$ cat config.mk
export PLATFORM = sky130hd
export DESIGN_NAME = prog_mem
export DESIGN_NICKNAME = d
export VERILOG_FILES = /design/src/rtl/tiny_pkg.sv /design/src/rtl/mem_array.sv /design/src/rtl/prog_mem.sv
export SDC_FILE = /design/constraint.sdc
export NUM_CORES = 2
export LEC_CHECK = 0
export CAP_MARGIN = 15
export CORE_ASPECT_RATIO = 1.1
export CORE_MARGIN = 5
export CORE_UTILIZATION = 63
export DETAILED_ROUTE_END_ITERATION = 6
export GPL_ROUTABILITY_DRIVEN = 0
export PLACE_DENSITY = 0.79
export SYNTH_ARGS = -nofsm -noshare
export SYNTH_HDL_FRONTEND = slang
export SYNTH_SLANG_ARGS = --single-unit
$ cat constraint.sdc
create_clock -name clk -period 5.7 [get_ports clk]
set_input_delay 0.57 -clock clk [delete_from_list [all_inputs] [get_ports clk]]
set_output_delay 0.57 -clock clk [all_outputs]
set_load 0.1 [all_outputs]
$ cat src/rtl/tiny_pkg.sv
// Shared types for the tiny CPU system: loader/memory state and CPU opcode values.
package tiny_pkg;

  typedef enum logic [1:0] {
    idle = 2'd0,
    load = 2'd1,
    run  = 2'd2
  } mem_state_type;

  // Opcode values shared with the CPU so program images can be built symbolically.
  localparam logic [7:0] OP_NOP = 8'h00;
  localparam logic [7:0] OP_LDA = 8'h01;
  localparam logic [7:0] OP_STA = 8'h02;
  localparam logic [7:0] OP_ADD = 8'h03;
  localparam logic [7:0] OP_JMP = 8'h04;
  localparam logic [7:0] OP_HLT = 8'hff;

endpackage

$ cat src/rtl/mem_array.sv
// Byte-addressed storage: one combinational read port, one synchronous write port, no reset.
module mem_array #(
  parameter int addr_width = 8,
  parameter int data_width = 8
) (
  input  logic                  clk,
  input  logic                  we,
  input  logic [addr_width-1:0] waddr,
  input  logic [data_width-1:0] wdata,
  input  logic [addr_width-1:0] raddr,
  output logic [data_width-1:0] rdata
);

  logic [data_width-1:0] mem [2**addr_width];

  always_ff @(posedge clk) begin
    if (we) mem[waddr] <= wdata;
  end

  assign rdata = mem[raddr];

endmodule

$ cat src/rtl/prog_mem.sv
// Program memory with built-in stream loader that holds the CPU in reset until loaded.
// Optional memory-mapped output register at IO_ADDR when PROG_MEM_MMIO_EN is defined.
//
// state | meaning
// idle  | after reset; CPU held in reset, loader not ready
// load  | accepting loader bytes into mem[ptr]; CPU held in reset
// run   | CPU released; CPU bus may write the array
module prog_mem
  import tiny_pkg::*;
#(
  parameter int addr_width = 8,
  parameter int data_width = 8,
  parameter logic [addr_width-1:0] IO_ADDR = {addr_width{1'b1}}
) (
  input  logic                  clk,
  input  logic                  rst,
  input  logic [addr_width-1:0] addr,
  input  logic                  write,
  input  logic [data_width-1:0] wdata,
  output logic [data_width-1:0] rdata,
  input  logic                  ld_start,
  input  logic                  ld_valid,
  input  logic [data_width-1:0] ld_data,
  input  logic                  ld_last,
  output logic                  ld_ready,
  output logic                  cpu_rst,
  output logic [addr_width:0]   ld_count,
  output logic [data_width-1:0] io_out,
  output logic                  io_strobe
);

`ifdef PROG_MEM_MMIO_EN
  localparam bit mmio_en = 1'b1;
`else
  localparam bit mmio_en = 1'b0;
`endif

  mem_state_type state_q, state_d;
  logic [addr_width-1:0] ptr_q;
  logic [addr_width:0]   count_q;
  logic                  accept, last_byte, io_hit;
  logic                  arr_we;
  logic [addr_width-1:0] arr_waddr;
  logic [data_width-1:0] arr_wdata, arr_rdata;

  assign io_hit    = mmio_en && (addr == IO_ADDR);
  assign accept    = ld_valid && (state_q == load);
  assign last_byte = ld_last || (ptr_q == {addr_width{1'b1}});

  always_comb begin
    state_d = state_q;
    case (state_q)
      idle:    if (ld_start) state_d = load;
      load:    if (accept && last_byte) state_d = run;
      run:     if (ld_start) state_d = load;
      default: state_d = idle;
    endcase
  end

  always_ff @(posedge clk) begin
    if (rst) begin
      state_q <= idle;
      ptr_q   <= '0;
      count_q <= '0;
    end else begin
      state_q <= state_d;
      // ld_start is ignored while loading, so only idle/run restart the pointer.
      if (ld_start && (state_q != load)) begin
        ptr_q   <= '0;
        count_q <= '0;
      end else if (accept) begin
        ptr_q   <= ptr_q + 1'b1;
        count_q <= count_q + 1'b1;
      end
    end
  end

  always_comb begin
    arr_we    = 1'b0;
    arr_waddr = addr;
    arr_wdata = wdata;
    if (state_q == load) begin
      arr_we    = accept;
      arr_waddr = ptr_q;
      arr_wdata = ld_data;
    end else if (state_q == run) begin
      arr_we = write && !io_hit;
    end
  end

  mem_array #(
    .addr_width(addr_width),
    .data_width(data_width)
  ) u_mem_array (
    .clk  (clk),
    .we   (arr_we),
    .waddr(arr_waddr),
    .wdata(arr_wdata),
    .raddr(addr),
    .rdata(arr_rdata)
  );

`ifdef PROG_MEM_MMIO_EN
  always_ff @(posedge clk) begin
    if (rst) begin
      io_out    <= '0;
      io_strobe <= 1'b0;
    end else begin
      io_strobe <= write && io_hit && (state_q == run);
      if (write && io_hit && (state_q == run)) io_out <= wdata;
    end
  end
`else
  assign io_out    = '0;
  assign io_strobe = 1'b0;
`endif

  assign rdata    = io_hit ? io_out : arr_rdata;
  assign ld_ready = (state_q == load);
  assign cpu_rst  = (state_q != run);
  assign ld_count = count_q;

endmodule

==> impl_metrics.toml <==
[sta]
grt_setup_unrepaired = "no"
fmax_mhz = 182
slew_headroom = 0.118
finalHoldViolCount = 0
slew_violations = 0
fin_crit_sh = 0.962
hold-worst-slack_ns = 0.483
fin_skew_ns = 0.0340
max_slew.worst_pin.slew_ns = 1.31
setup_viol = 0
period_needed_ns = 5.48

[setup_path]
cpMostUsedCell = "nor4_1"
crit_fanout = 22
worst_path_max_delay_cell = "nor4_1"
cp.required_ns = 5.13
worst_setup_path_start_kind = "input pin"
cp_cell_sequence = "clkdlybuf4s50_1 > nor2b_4 > buf_4 > a22oi_1 > a21oi_1 > nor4_1 > nor4_1 > buf_12"
critPathMaxStageDelay_ns = 1.05
critPathCaptureType = "primary output"
cp.arrival_ns = 4.91
critPathKind = "in -> out"

[power]
switchingPower_mw = 6.93
p_leak_nw = 27.2
clkPwrFrac = 0.393
swShare = 0.222
powerDensity_nw_per_um2 = 352
seqPwrFrac = 0.544
ir_worst_vdd_v = 0.000387
report.power.total_mw = 31.2
p_int_mw = 24.3
combinationalPowerShare = 0.063

[die]
die_x_um = 350
dieArea_sq_um = 134000
num_rows = 137
ioPinCount = 58
fp.dieH_um = 384
start_util = 0.632
coreArea_sq_um = 127000

[logic_synthesis]
synth_flop_cell = "edfxtp_1"
yosysWarnings = 0
synth.largest_area_cell = "edfxtp_1"
yosysMostFrequentCell = "edfxtp_1"
synth_seq_area_share = 0.774
async_flop_share = 0
ys_types = 52
synthCells = 3783
netlist_top_cells_count = "2,048 x edfxtp_1, 481 x mux4_2, 279 x nor2_1"
synth_edf_count = 2048
syn_area_sq_um = 80000
synthTopCellsByArea = "edfxtp_1 77%, mux4_2 14%, a22oi_1 1.6%"
avgSynthCellArea_sq_um = 21.1
synth_top_cell_area_share = 0.769
synth_seq_cells = 2067

[grt]
grt-ovfl-total = 0
grt_pass1_vias = 41700
grt_use_total = 0.306
grt_max_degree = 203
grt_antenna_before_repair = 6
grt_pass1_wl_um = 293000

[clocking]
clock_latency_ns = 0.82
cts_buffers = 189
clockRootBuffer = "clkbuf_16"
cts_sinks = 2067
clk_pin_slew_ns = 0.06
cts_buffer_depth = 3
cts_htree_levels = 4
cts-resized-gates = 0
tritoncts = "done"
cts_setup_buffers = 0
cts_hold_buf = 0

[placed_design]
place_area_sq_um = 82600
dp_hpwl_um = 117000
port_buffers = 48
place_inst = 5383

[detailed_routing]
vias_per_cell = 7.18
wirelength_um = 202000
drc = 5
antenna_left = 0
first_pass_iters = 7
vias = 41200
drtIter0Drc = 6288
detail_route.wl_per_cell_um = 35.2

[run_status]
violations = "DRC"
status = "complete, but fails checks"

[layout]
utilization = 0.700
nNetsFinal = 3940
fillers = 7072
fin_cells = 5739
area_growth_pct = 10.7
final_area_sq_um = 88600
drive_above_1_share = 0.222

[run]
drv_cap = 0

[min_path]
holdCritPathClass = "in -> reg"
[power by group through the flow]
stage	Sequential (mW)	Combinational (mW)	Clock, mW
3_5_place_dp	17.3	1.91	0
4_1_cts	17.0	1.93	12.3
6_report	17.0	1.96	12.3
5_1_grt	17.0	2.03	13.0
2_1_floorplan	17.5	1.13	0
3_3_place_gp	17.3	1.85	0
[logic make-up after synthesis]
| kind of cell | count (synthesis) | share of synthesized area |
|---|---|---|
| flip-flops | 2067 | 0.774 |
| multiplexers | 563 | 0.146 |
| AND/OR/NAND/NOR | 494 | 0.0271 |
| AO/OA/AOI/OAI | 402 | 0.0346 |
| buffers and inverters | 242 | 0.0174 |
| XOR/XNOR | 12 | 0.00131 |
| adder cells (fa/ha/maj) | 2 | 0.000313 |
| other | 1 | 0.0000469 |
[registers in the layout, summed over array words and instances, names as in the netlist]
signal / flops
ptr_q: 8
u_mem_array.mem: 2048
ld_count: 9
state_q: 2
[through the flow]
| stage | worst slack, ns | TNS [ns] |
|---|---|---|
| global route | 0.280 | 0 |
| floorplan | 0.00990 | 0 |
| finish | 0.218 | 0 |
| CTS | 0.178 | 0 |
| detailed placement | 0.226 | 0 |
| global placement | -0.0152 | -0.0152 |
[cell type report]
cell class                 count  area, sq um  share of cell area
clock buffer                 233         4960              0.0560
tap                         1668         2090              0.0236
clock inverter               118          963              0.0109
timing repair buffer         164         1760              0.0199
inverter                       4         15.0            0.000170
multi-input combinational   1482        16900               0.191
sequential                  2067        61900               0.699
antenna                        3         7.51           0.0000848
[path summary, 6_finish.rpt]
check | startpoint | to | slack, ns | cells after the start
worst max-delay path | addr[3] | rdata[6] | 0.22 | 8
worst min-delay path | rst | state_q[1] | 0.48 | 2
worst max register to register | state_q[1] | u_mem_array.mem[82][7] | 1.90 | 7
worst min register to register | ld_count[1] | ld_count[1] | 0.51 | 2
[critical path, delay by kind of cell]
kind | cells | cell delay [ns]
simple gates | 3 | 2.04
buf+inv | 3 | 1.75
compound gates | 2 | 0.52
[layout by cell type (no fill, tap or decap), types with 28 or more instances in the layout]
cell type,instances
edfxtp_1,2048
mux4_2,481
nor2_1,275
clkbuf_16,192
a22oi_1,171
a21oi_1,103
buf_4,88
mux2i_1,82
nand2_1,77
clkinv_1,48
clkbuf_1,41
clkinv_2,38
clkdlybuf4s50_1,37
o221ai_1,34
buf_12,33
o22ai_1,28
nor4_1,28
[layer usage]
metal  up-vias  global-route usage  share of wire
met1     21200               0.392           0.33
met4         6               0.163          0.062
li1      16100                   -              -
met5         -                   0        0.00035
met3       666              0.0814           0.12
met2      3234               0.489           0.49
Note: power is estimated with default switching activity, not from simulation.
